<file path="src/rtl/pwm_timer_pkg.sv">
// Shared constants and types for the PWM timebase (pwm_timer) and its register slice.
package pwm_pkg;

    localparam int unsigned PWM_WIDTH_DEFAULT = 16;

    localparam logic PWM_ADDR_PERIOD  = 1'b0;
    localparam logic PWM_ADDR_COMPARE = 1'b1;

    typedef enum logic {
        PWM_IDLE = 1'b0,
        PWM_RUN  = 1'b1
    } pwm_state_e;

endpackage

</file>
<file path="src/rtl/pwm_timer_if.sv">
// Register write port of pwm_timer: one write per cycle, no back-pressure.
interface pwm_timer_if
    import pwm_pkg::*;
#(
    parameter int unsigned WIDTH = PWM_WIDTH_DEFAULT
);

    logic             wr_en;
    logic             wr_addr;
    logic [WIDTH-1:0] wr_data;

    modport master (
        output wr_en,
        output wr_addr,
        output wr_data
    );

    modport slave (
        input wr_en,
        input wr_addr,
        input wr_data
    );

endinterface

</file>
<file path="src/rtl/pwm_timer_shadow_regs.sv">
// Shadow/active PERIOD and COMPARE registers; active copies load on the counter's load strobe.
module pwm_shadow_regs
    import pwm_pkg::*;
#(
    parameter int unsigned WIDTH = PWM_WIDTH_DEFAULT
) (
    input  logic             clk,
    input  logic             rst,
    input  logic             wr_en,
    input  logic             wr_addr,
    input  logic [WIDTH-1:0] wr_data,
    input  logic             load,
    output logic [WIDTH-1:0] period_act,
    output logic [WIDTH-1:0] compare_act
);

    logic [WIDTH-1:0] period_sh_q,  period_sh_d;
    logic [WIDTH-1:0] compare_sh_q, compare_sh_d;
    logic [WIDTH-1:0] period_act_q, period_act_d;
    logic [WIDTH-1:0] compare_act_q, compare_act_d;

    always_comb begin
        period_sh_d   = period_sh_q;
        compare_sh_d  = compare_sh_q;
        period_act_d  = period_act_q;
        compare_act_d = compare_act_q;
        if (wr_en && (wr_addr == PWM_ADDR_PERIOD))  period_sh_d  = wr_data;
        if (wr_en && (wr_addr == PWM_ADDR_COMPARE)) compare_sh_d = wr_data;
        // Load from the post-write shadow so a write in the load cycle lands in active too.
        if (load) begin
            period_act_d  = period_sh_d;
            compare_act_d = compare_sh_d;
        end
    end

    always_ff @(posedge clk or negedge rst) begin
        if (!rst) begin
            period_sh_q   <= '0;
            compare_sh_q  <= '0;
            period_act_q  <= '0;
            compare_act_q <= '0;
        end else begin
            period_sh_q   <= period_sh_d;
            compare_sh_q  <= compare_sh_d;
            period_act_q  <= period_act_d;
            compare_act_q <= compare_act_d;
        end
    end

    assign period_act  = period_act_q;
    assign compare_act = compare_act_q;

endmodule

</file>
<file path="src/rtl/pwm_timer.sv">
// PWM timebase issuing registered set/reset pulses for an SR-latch output stage.
// Optional sticky period-end flag `irq` when PWM_TIMER_IRQ_EN is defined.
module pwm_timer
    import pwm_pkg::*;
#(
    parameter int unsigned WIDTH = PWM_WIDTH_DEFAULT
) (
    input  logic             clk,
    input  logic             rst,
    input  logic             en,
    pwm_timer_if.slave       bus,
    output logic             s_pulse,
    output logic             r_pulse,
    output logic [WIDTH-1:0] count
`ifdef PWM_TIMER_IRQ_EN
    ,
    output logic             irq
`endif
);

    pwm_state_e       state_q, state_d;
    logic [WIDTH-1:0] count_q, count_d;
    logic             s_q, s_d;
    logic             r_q, r_d;
    logic             load;
    logic [WIDTH-1:0] period_act;
    logic [WIDTH-1:0] compare_act;

    pwm_shadow_regs #(
        .WIDTH (WIDTH)
    ) u_regs (
        .clk         (clk),
        .rst         (rst),
        .wr_en       (bus.wr_en),
        .wr_addr     (bus.wr_addr),
        .wr_data     (bus.wr_data),
        .load        (load),
        .period_act  (period_act),
        .compare_act (compare_act)
    );

    always_comb begin
        state_d = state_q;
        count_d = count_q;
        s_d     = 1'b0;
        r_d     = 1'b0;
        load    = 1'b0;
        case (state_q)
            PWM_IDLE: begin
                if (en) begin
                    state_d = PWM_RUN;
                    count_d = '0;
                    load    = 1'b1;
                end
            end
            PWM_RUN: begin
                if (!en) begin
                    // Leaving RUN forces the latch low with a final reset pulse.
                    state_d = PWM_IDLE;
                    count_d = '0;
                    r_d     = 1'b1;
                end else begin
                    s_d = (count_q == '0) && (compare_act != '0);
                    r_d = (count_q == compare_act);
                    if (count_q == period_act) begin
                        count_d = '0;
                        load    = 1'b1;
                    end else begin
                        count_d = count_q + 1'b1;
                    end
                end
            end
        endcase
    end

    always_ff @(posedge clk or negedge rst) begin
        if (!rst) begin
            state_q <= PWM_IDLE;
            count_q <= '0;
            s_q     <= 1'b0;
            r_q     <= 1'b0;
        end else begin
            state_q <= state_d;
            count_q <= count_d;
            s_q     <= s_d;
            r_q     <= r_d;
        end
    end

    assign s_pulse = s_q;
    assign r_pulse = r_q;
    assign count   = count_q;

`ifdef PWM_TIMER_IRQ_EN
    logic irq_q, irq_d;
    logic wrap;

    assign wrap = (state_q == PWM_RUN) && en && (count_q == period_act);

    always_comb begin
        irq_d = irq_q;
        if (bus.wr_en && (bus.wr_addr == PWM_ADDR_COMPARE)) irq_d = 1'b0;
        if (wrap) irq_d = 1'b1;
    end

    always_ff @(posedge clk or negedge rst) begin
        if (!rst) irq_q <= 1'b0;
        else      irq_q <= irq_d;
    end

    assign irq = irq_q;
`endif

endmodule

</file>
<file path="src/flat_wrapper.sv">
// flat-port wrapper written by rule: the top's interface ports become plain ports
module pwm_timer_flat import pwm_pkg::*;
#(
    parameter int unsigned WIDTH = PWM_WIDTH_DEFAULT
)
  (clk, rst, en, s_pulse, r_pulse, count, bus_wr_en, bus_wr_addr, bus_wr_data);
  pwm_timer_if #(.WIDTH(WIDTH)) bus_i ();
  input  logic clk;
  input  logic rst;
  input  logic en;
  output logic s_pulse;
  output logic r_pulse;
  output logic [WIDTH-1:0] count;
  input wire logic [$bits(bus_i.wr_en)-1:0] bus_wr_en;
  input wire logic [$bits(bus_i.wr_addr)-1:0] bus_wr_addr;
  input wire logic [$bits(bus_i.wr_data)-1:0] bus_wr_data;
  assign bus_i.wr_en = bus_wr_en;
  assign bus_i.wr_addr = bus_wr_addr;
  assign bus_i.wr_data = bus_wr_data;
  pwm_timer #(.WIDTH(WIDTH)) u_core (.clk(clk), .rst(rst), .en(en), .bus(bus_i), .s_pulse(s_pulse), .r_pulse(r_pulse), .count(count));
endmodule
</file>
<file path="config.mk">
export PLATFORM = sky130hd
export DESIGN_NAME = pwm_timer_flat
export DESIGN_NICKNAME = d
export VERILOG_FILES = /design/src/rtl/pwm_timer_pkg.sv /design/src/rtl/pwm_timer_if.sv /design/src/rtl/pwm_timer_shadow_regs.sv /design/src/rtl/pwm_timer.sv /design/src/flat_wrapper.sv
export SDC_FILE = /design/constraint.sdc
export NUM_CORES = 1
export LEC_CHECK = 0
export ABC_CLOCK_PERIOD_IN_PS = 6300
export CAP_MARGIN = 20
export CORE_ASPECT_RATIO = 1.1
export CORE_MARGIN = 3
export CORE_UTILIZATION = 50
export CTS_CLUSTER_DIAMETER = 150
export CTS_CLUSTER_SIZE = 12
export DETAILED_ROUTE_END_ITERATION = 10
export PLACE_DENSITY_LB_ADDON = 0.25
export SLEW_MARGIN = 20
export SYNTH_ARGS = -nofsm -noshare
export SYNTH_HDL_FRONTEND = slang
export SYNTH_SLANG_ARGS = --single-unit
</file>
<file path="constraint.sdc">
create_clock -name clk -period 6.3 [get_ports clk]
set_input_delay 1.26 -clock clk [delete_from_list [all_inputs] [get_ports clk]]
set_output_delay 1.26 -clock clk [all_outputs]
set_load 0.01 [all_outputs]
</file>
---- Yosys cells after proc, flatten, opt, wreduce, memory -nomap -nowiden ----
Cells that the tools add are included.
cells by class
  bitwise logic cells ..................... 2
  equal/unequal tests ..................... 3
  $add $sub $neg .......................... 1
  multiplexer cells ....................... 14
  shift operators ......................... 0
  $lt $le $gt $ge ......................... 0
  multiply operators ...................... 0
  div/mod/pow operators ................... 0
  reductions and logical operators ........ 5
operators with widths
  operator               count
  $mux 16                5
  $eq 16x16->1           2
  $pmux 16 s2            1
  $add 16x1->16 const B  1
  $logic_not 16->1       1
  $reduce_bool 16->1     1
  $mux 1                 7
  $logic_and 1x1->1      3
  $ne 2x2->1 const B     1
  $not 1->1              2
  $pmux 1 s2             1
word-level totals
  latch bits .............................. 0
  memories kept ........................... 0
  bits in registers ....................... 83
  bits in writable memories ............... 0
  input bits .............................. 21
  ROM bits ................................ 0
  word-level logic and storage cells ...... 33
  output and inout bits ................... 18

---- Depth between registers and ports, before layout ----
  word-level depth ........................ 4
  mapped depth ............................ 7
  gate-level depth less buffers ........... 6

---- Modules after synthesis ----
A second synthesis with hierarchy kept.
second synthesis, totals
  cell total of the unflattened synthesis .. 419
  area, all modules ....................... 4433.0 um2
by module, submodules not included
  module           sequential area each (um2)  cells each  times used  area each (um2)
  pwm_shadow_regs  1601.5                      248         1           2824.0
  pwm_timer        475.5                       171         1           1609.0

---- Worst setup path after synthesis ----
OpenSTA, ideal clock, no wires.
  kind .................................... input-to-reg
  start point ............................. input port bus_wr_addr
  end point ............................... register u_core.u_regs.period_act_q[10] (netlist: u_core.u_regs.period_act[10])
  required time ........................... 6.175 ns
  path buffers ............................ 2
  stages on the path ...................... 5
  setup time .............................. 0.125 ns
  path slack .............................. 3.606 ns
  arrival ................................. 2.569 ns
  cell sequence ........................... nand2b_1 -> clkbuf_1 -> buf_1 -> mux2_2 -> mux2_4
on the way
  word-level cells in the longest chain between the ends .. 3
ends and longest elaborated chain
  element                            RTL line                     source
  start: declaration                 flat_wrapper.sv:15           input wire logic [$bits(bus_i.wr_addr)-1:0] bus_wr_addr;
  $not 1->1                          pwm_timer_shadow_regs.sv:27  if (wr_en && (wr_addr == PWM_ADDR_PERIOD)) period_sh_d = wr_data;
  $logic_and 1x1->1                  pwm_timer_shadow_regs.sv:27
  $mux 16                            pwm_timer_shadow_regs.sv:27
  net u_core.u_regs.period_sh_d[10]  pwm_timer_shadow_regs.sv:17  logic [WIDTH-1:0] period_sh_q, period_sh_d;
  end signal: assignment             pwm_timer_shadow_regs.sv:45  period_act_q <= period_act_d;
  end: declaration                   pwm_timer_shadow_regs.sv:19  logic [WIDTH-1:0] period_act_q, period_act_d;
The timed path passes the listed nets, and every way through them passes these cells.
A chain may end at the register's enable or synchronous reset.

---- Final worst setup path ----
  start point ............................. register u_core.count_q[0] (netlist: u_core.count[0])
  end point ............................... register u_core.u_regs.compare_act_q[15] (netlist: u_core.u_regs.compare_act[15])
on the way
  word-level cells in the longest chain between the ends .. 4
ends and longest elaborated chain
  element                   RTL line                     source
  start: declaration        pwm_timer.sv:22              logic [WIDTH-1:0] count_q, count_d;
  start signal: assignment  pwm_timer.sv:84              count_q <= count_d;
  $eq 16x16->1              pwm_timer.sv:65              if (count_q == period_act) begin
  $mux 1                    pwm_timer.sv:65
  $mux 1                    pwm_timer.sv:57              if (!en) begin
  $pmux 1 s2                pwm_timer.sv:48              case (state_q)
  end signal: assignment    pwm_timer_shadow_regs.sv:46  compare_act_q <= compare_act_d;
  end: declaration          pwm_timer_shadow_regs.sv:20  logic [WIDTH-1:0] compare_act_q, compare_act_d;
Every way passes these cells.

==> qor.yml <==
maxSlewViolCount: 0
clk_latency_ps: 360
layout_min_cycle_time_ps: 3054
dpl_worst_slack_ps: 3091
path_clk_slew_ps: 80
vdd_drop_max_uv: 194.6
routed_wl_um: 7961
hold_class: "reg -> reg"
row_count: 33
required_ps: 6540
maxCapViolCount: 0
p_leak_uw: 0.002055
maxSlewHeadroom: 0.4387
initial_utilization: 0.5291
synth_largest_area_cell: "dfrtp_1"
cts_tree: "done"
vias: 2479
num-fill-cells: 640
layout_commonest_cell: "dfrtp_1"
max_freq_mhz: 327.4
post_drt_wl_per_cell_um: 18.01
cts_resized: 0
grt_max_degree: 84
critPathKind: "reg -> reg"
grt_antenna_before_repair: 0
dr.pass1.iters: 4
syn_inst: 306
ctsRootBufferMaster: "clkbuf_8"
placedCellCount: 426
grt_pass1_wl_um: 13380
run_status: "completed"
postRouteAntennaNets: 0
skew_ps: 9.566
setup_ws_ps: 3246
hold_viol: 0
htreeDepth: 3
yosysTopAreaCellShare: 0.5139
grt_pass1_vias: 2560
end_kind: "flip-flop"
cp_max_fo: 32
core_area_mm2: 0.007639
ys_ff_latch: 83
setup_viol: 0
critPathLaunchType: "flip-flop"
drive_above_1_share: 0.2908
cts_made_buffers: 9
die_h_um: 100.3
rsz0062_at_grt: "false"
powerDensity_mw_per_mm2: 284.2
drc: 0
ctsHoldBuffers: 0
synthTopCellsByArea: "dfrtp_1 51%, mux2_4 11%, mux2_2 9.5%, xor2_1 6.9%, a22o_1 2.4%"
period_share: 0.4848
power.total_uw: 1306
drt_iter0_markers: 115
clock_sinks: 83
fin_area_mm2: 0.004596
grt_usage: 0.1865
post-dp-hpwl_um: 5499
io_buffers: 38
yosysSeqAreaShare: 0.5139
placed_cell_area_mm2: 0.004378
whs_path_depth: 1
die_x_um: 91.72
mostFrequentLayoutCells: "83 x dfrtp_1, 37 x clkdlybuf4s50_1, 34 x mux2_2"
num_antenna_cells: 0
grt_overflow: 0
ys_types: 36
post_cts_buffers: 0
tightest_slew_ps: 842.0
reg2reg_depth: 6
die-area_mm2: 0.009199
worstPathArrival_ps: 3290
syn2layout_area_growth_pct: 13.72
avgSynthCellArea_um2: 13.21
cts_buffer_depth: 2
final_cells: 442
tns_ps: 0
syn_nets: 329
fin_nets: 355
vias_per_cell: 5.609
place_congestion: 0.7976
yosys_warnings: 0
num_io_pins: 39
mappedNetlistArea_mm2: 0.004041
metrics by stage:
| step | hold WS, ps | util |
|---|---|---|
| 2_1_floorplan | 466.8 | - |
| 3_3_place_gp | 476.4 | 0.5731 |
| 3_5_place_dp | 480.4 | 0.5731 |
| 4_1_cts | 498.1 | 0.6008 |
| 5_1_grt | 505.5 | 0.6016 |
| 6_report | 496.4 | 0.6016 |
synthesized netlist by cell type, drive strengths merged:
library cell and number:
o22ai 1, mux2 64, nand3b 1, or3 2
a21boi 2, and2 2, xor2 32, and4 3
a22o 11, nand2 11, o211ai 1, nor3 3
a31oi 1, nand2b 1, nor4 15, ha 2
nor2 11, dfrtp 83, a31o 10, inv 4
xnor2 1, nand4 7, or2 2, o311ai 1
o21ai 3, and3 2, clkbuf 7, buf 17
nand3 6
layout make-up:
type                    instances  area (um^2)  area share
clock inverters                 5        60.06     0.01307
multi-input cells             195         1772      0.3855
flip-flops and latches         83         2077      0.4519
well taps                     105        131.4     0.02859
inverters                       4        15.01    0.003267
clock buffers                  11        151.4     0.03294
repair buffers                 39        389.1     0.08467
routing by layer:
metal  track usage  up-vias  routed length (um)
li1              -     1143                   -
met5             0        -                   0
met4       0.08457        0                 179
met2        0.2957       50                3835
met1        0.2513     1272                3665
met3       0.03373       14                 282
worst max-delay path, stage by stage, from the launching register on:
cell and delay, ps:
dfrtp_1 500, xor2_1 210, nor4_1 450, nand4_2 530, a21boi_4 280, buf_4 520, mux2_2 410
registers in the layout, indices dropped and copies added (netlist names):
name,flops
u_core.s_pulse,1
u_core.count,16
u_core.u_regs.period_act,16
u_core.state_q,1
u_core.u_regs.period_sh_q,16
u_core.u_regs.compare_act,16
u_core.r_pulse,1
u_core.u_regs.compare_sh_q,16
cell families after synthesis:
logic type / after synthesis / share of synthesized area
AOI/OAI and AO/OA: 30 / 0.06285
xor gates and xnor gates: 33 / 0.07152
and+or+nand+nor: 66 / 0.09102
DFF: 83 / 0.5139
muxes: 64 / 0.2062
adders and majority gates: 2 / 0.006191
buffers and inverters: 28 / 0.04830
path summary, 6_finish.rpt:
check / from / to / slack, ps
min: u_core.u_regs.period_sh_q[15]$_DFF_PN0_ / u_core.u_regs.period_sh_q[15]$_DFF_PN0_ / 500
max reg2reg: u_core.count[0]$_DFFE_PN0P_ / u_core.u_regs.compare_act[15]$_DFFE_PN0P_ / 3250
max in group asynchronous: rst / u_core.count[4]$_DFFE_PN0P_ / 4860
min in group asynchronous: rst / u_core.u_regs.period_act[1]$_DFFE_PN0P_ / 910
max: u_core.count[0]$_DFFE_PN0P_ / u_core.u_regs.compare_act[15]$_DFFE_PN0P_ / 3250
min reg2reg: u_core.u_regs.period_sh_q[15]$_DFF_PN0_ / u_core.u_regs.period_sh_q[15]$_DFF_PN0_ / 500
power by group:
group | switching (uW) | total, uW | internal (uW)
clock network | 196 | 402 | 206
logic | 83.9 | 223 | 139
registers | 66.5 | 681 | 615
Power figures use the tool's default switching activity.
==> RTL change 1: new RTL, same settings <==
Remove the register `s_q`: a continuous assignment takes its place, so the output `s_pulse` follows one clock earlier.
--- a/src/rtl/pwm_timer.sv
+++ b/src/rtl/pwm_timer.sv
@@ -79,3 +79,2 @@
             count_q <= '0;
-            s_q     <= 1'b0;
             r_q     <= 1'b0;
@@ -84,3 +83,2 @@
             count_q <= count_d;
-            s_q     <= s_d;
             r_q     <= r_d;
@@ -88,2 +86,4 @@
     end
+
+    assign s_q = s_d;
 
Formal check against the unedited RTL: not equivalent (Yosys sat finds a counterexample within 4 cycles, from zero or initial values and one cycle with rst low).
==> RTL change 1 against the original RTL <==
Final cell count decreased by 0.23%. Routed wire length decreased by 1.7%. Sequential share of layout area decreased by 0.26 points. Non-clock buffer count unchanged. Sequential cell count decreased by 1. Cell area decreased by 0.63%. Synthesized area decreased by 0.62%. Total power decreased by 0.20%. Setup slack got worse by 1.6 ns. Largest power group unchanged.
==> RTL change 1: results (changes against the original RTL) <==
- The flow ran to the end, and the final reports show no timing, DRC or antenna violations.
* Cells taking the most area after synthesis: sky130_fd_sc_hd__dfrtp_1 (51%), sky130_fd_sc_hd__mux2_4 (11%), sky130_fd_sc_hd__mux2_2 (9.5%)
- Worst Setup Slack, final: 1.64 ns (-1.60 ns)
- The fraction of final layout cells sized beyond drive strength 1 is 28.3% (-0.81 points).
- The xor/xnor share of the synthesized area is 7.20% (+0.045 points).
* Met3 Use GR: 4.05% (+0.67 points)
* Destination of the critical timing path: s_pulse
- Proportion of synthesized area in mux cells: 20.7% (+0.13 points)
- Wire length of the first global-routing pass: 13000 um (-3.0%)
- Hold slack: 0.500 ns (+0.00394 ns)
* Post-synthesis instance total: 305 (-0.33%)
* P_leak: 2.04 nW (-0.58%)
* Worst R2R Setup Slack: 3.27 ns (+0.02 ns)
- The worst hold path begins at u_core.u_regs.period_sh_q[11]$_DFF_PN0_.
- Average detailed-routed wire length per instance: 17.7 um (-1.5%)
- The wire length the detailed router placed on met1 is 3640 um (-0.82%).
* Fraction of the mapped netlist area in compound gates: 6.32% (+0.039 points)
- The highest net fanout along the worst path came to 16 (-50%).
* Ranking of synthesized cells by instance count: sky130_fd_sc_hd__dfrtp_1 (82), sky130_fd_sc_hd__mux2_2 (34), sky130_fd_sc_hd__xor2_1 (32), sky130_fd_sc_hd__mux2_4 (30), sky130_fd_sc_hd__nor4_1 (14)
- The global routing met1 resource utilization came to 25.3% (+0.14 points).
- Portion of the post-synthesis area used by sequential elements: 51.1% (-0.30 points)
- In this run the critical register-to-register path is launched from u_core.count[1]$_DFFE_PN0P_.
- Number of global-route vias before repair: 2480 (-3.1%)
- Number of DRC markers after the initial detailed-route iteration: 122 (+6.1%)
* Post-layout util: 59.8% (-0.38 points)
RTL change 1: cell count changes after synthesis:
cell                      delta
sky130_fd_sc_hd__dfrtp_1     -1
RTL change 1: area by class of cell:
type | instances | share of cell area, %
Sequential cell | 82 | 44.9
Multi-Input combinational cell | 195 | 38.7
Timing Repair Buffer | 39 | 8.52
Clock buffer | 11 | 2.88
Tap cell | 105 | 2.88
Clock inverter | 5 | 1.73
Inverter | 4 | 0.329
RTL change 1: critical path, cell delays in order:
cell                              delay, ns
sky130_fd_sc_hd__clkdlybuf4s50_1       0.53
sky130_fd_sc_hd__and2_1                0.48
sky130_fd_sc_hd__nand3b_1              0.13
sky130_fd_sc_hd__nor3_1                0.14
sky130_fd_sc_hd__nand4_1               0.10
sky130_fd_sc_hd__nor4_1                0.17
sky130_fd_sc_hd__clkdlybuf4s50_1       0.58
RTL change 1: where the power goes:
part | internal, mW | switching (mW) | total, mW
sequential | 0.608 | 0.0615 | 0.670
clock | 0.223 | 0.187 | 0.410
combinational | 0.139 | 0.0852 | 0.224
==> RTL change 2: new RTL, same flow settings <==
Without the edit above. The package constant `PWM_WIDTH_DEFAULT` goes from 16 to 24.
--- a/src/rtl/pwm_timer_pkg.sv
+++ b/src/rtl/pwm_timer_pkg.sv
@@ -3,3 +3,3 @@
 
-    localparam int unsigned PWM_WIDTH_DEFAULT = 16;
+    localparam int unsigned PWM_WIDTH_DEFAULT = 24;
 
Ports: changed (resized bus_wr_data and count); port bits go from 39 to 55. The function was not compared with the original's and may differ.
==> RTL change 2 against the original RTL <==
Register-to-register slack better by 0.19 ns. Count of clock-buffer cells in the layout is 7 higher. Total power is 66% higher. Sequential share of layout area is 0.24 points lower. Cell area is 49% higher. Setup slack better by 0.16 ns. Synthesized area is 41% higher. Maximum frequency is 5.4% higher. Sequential cell count is 40 higher. Via count is 51% higher. First-iteration DRC count is 90% higher. Routed wire length is 58% higher. Clock skew hardly changed. Sequential power is 47% higher.
==> RTL change 2: results (changes against the original RTL) <==
- In this run the most critical hold path is launched from u_core.u_regs.compare_sh_q[22]$_DFF_PN0_.
* Average detailed-routed wire length per instance: 18.9 um (+4.9%)
- The standard cell area after detailed placement was 6300 um2 (+44%).
- Post-Place Worst Slack: 2.94 ns (-0.149 ns)
* Worst R2R Start: u_core.count[9]$_DFFE_PN0P_
- The commonest cells after synthesis are sky130_fd_sc_hd__dfrtp_1 (123), sky130_fd_sc_hd__mux2_2 (76), sky130_fd_sc_hd__xnor2_1 (38), sky130_fd_sc_hd__nand2_1 (24), sky130_fd_sc_hd__nand3_1 (22).
- CTS H-Tree Depth: 4 (+1)
* Crit. Startpoint: u_core.count[14]$_DFFE_PN0P_
* ClkCell Share: 7.95% (+3.3 points)
* Status: finished, final reports clean
- Clock buffers created by TritonCTS: 17 (+8)
- The static leakage came to 2.84 nW (+38%).
* Wire length of the first global-routing pass: 20600 um (+54%)
* Routed length on met2: 6140 um (+60%)
- The detailed placement HPWL is 8590 um (+56%).
* Inverter count of the layout excluding clock inverters: 7 (+3)
* Insertion delay to the later sink of the worst-skew pair: 0.42 ns (+0.06 ns)
* Routability-driven placement congestion ratio: 0.843 (+5.6%)
* Mean post-synth cell area: 12.3 um2 (-6.6%)
- The number of nets at the end of the flow was 536 (+51%).
- The global-route met2 utilization is 32.9% (+3.3 points).
- Number of clock buffers in the layout: 18 (+7)
- The total placed cells including tap cells came to 633 (+49%).
* CTS clock-pin slew for the worst setup and hold paths: 0.06 ns (-0.02 ns)
- The non-clock buffer count in the final layout was 59 (+51%).
- Net switching fraction of the power: 26.7% (+0.23 points)
* Worst Path Max Fanout: 11 (-66%)
* Data arrival, critical path: 1.64 ns (-1.65 ns)
* Largest net degree at the start of global routing: 82 (-2.4%)
- The slowest stage of the critical path is the sky130_fd_sc_hd__clkdlybuf4s50_1 cell.
- Unique cell type count in the Yosys netlist: 40 (+11%)
- The routing usage on met3 was 4.99% (+1.6 points).
- The detail-routed via count per cell is 5.62 (+0.14%).
* Gate family responsible for the most delay along the worst path: buffers and inverters
- The maximum vdd ir drop came to 0.138 mV (-29%).
- The global routing met1 resource utilization is 28.9% (+3.7 points).
- Fraction of area in multi-input gates: 35.6% (-3.0 points)
- Register Area: 3080 um2 (+48%)
* Layout cells sized above 1: 23.4% (-5.7 points)
* Layout fillers: 892 (+39%)
- The met3 wire length came to 572 um (+100%).
* Net count after synthesis: 494 (+50%)
- The quantity of I/O buffers inserted on ports is 54 (+42%).
* Total Routed Length: 12600 um (+58%)
* Cells taking the most area after synthesis: sky130_fd_sc_hd__dfrtp_1 (54%), sky130_fd_sc_hd__mux2_2 (15%), sky130_fd_sc_hd__xnor2_1 (5.8%)
- Remaining max-slew budget at the tightest pin: 51.8% (+8.0 points)
- Clock Skew: 0.00936 ns (-0.000203 ns)
- Global-route usage over all layers: 21.1% (+2.4 points)
- Data buffer area share: 8.46% (about the same)
- The fraction of the core area covered by cells at the end of the flow is 61.9% (+1.7 points).
- The stage delay of the slowest cell on the critical path came to 0.62 ns (+0.09 ns).
[RTL change 2: cell count changes after synthesis, moves of 16 or more]
| cell | delta |
|---|---|
| sky130_fd_sc_hd__dfrtp_1 | +40 |
| sky130_fd_sc_hd__mux2_1 | +20 |
| sky130_fd_sc_hd__mux2_2 | +42 |
| sky130_fd_sc_hd__mux2_4 | -30 |
| sky130_fd_sc_hd__nand3_1 | +16 |
| sky130_fd_sc_hd__xnor2_1 | +37 |
| sky130_fd_sc_hd__xor2_1 | -22 |
[RTL change 2: kinds of logic after synthesis]
group | Yosys count | synth area share, %
xor+xnor | 48 | 7.36
simple gates | 111 | 10.3
compound gates | 40 | 5.35
mux | 96 | 18.9
fa+ha+maj | 2 | 0.438
flops | 123 | 53.9
buf+inv | 43 | 3.70
[RTL change 2: power by group through the flow]
| stage | registers, mW | logic (mW) | clock network (mW) |
|---|---|---|---|
| after floorplan | 0.983 | 0.212 | 0 |
| after CTS | 1.01 | 0.289 | 0.890 |
| after detailed placement | 1.02 | 0.286 | 0 |
| after global placement | 1.01 | 0.276 | 0 |
| after global routing | 1.02 | 0.315 | 0.929 |
| final | 1.00 | 0.285 | 0.879 |
[RTL change 2: path summary, 6_finish.rpt]
check,to,slack (ns),cells past startpoint
worst min-delay path,u_core.u_regs.compare_sh_q[22]$_DFF_PN0_,0.49,1
worst max-delay path,count[14],3.40,1
worst max register to register,u_core.u_regs.compare_act[4]$_DFFE_PN0P_,3.44,7
worst min register to register,u_core.u_regs.compare_sh_q[22]$_DFF_PN0_,0.49,1
min in group asynchronous,u_core.u_regs.compare_sh_q[20]$_DFF_PN0_,0.88,1
max in group asynchronous,u_core.u_regs.period_act[12]$_DFFE_PN0P_,4.40,2
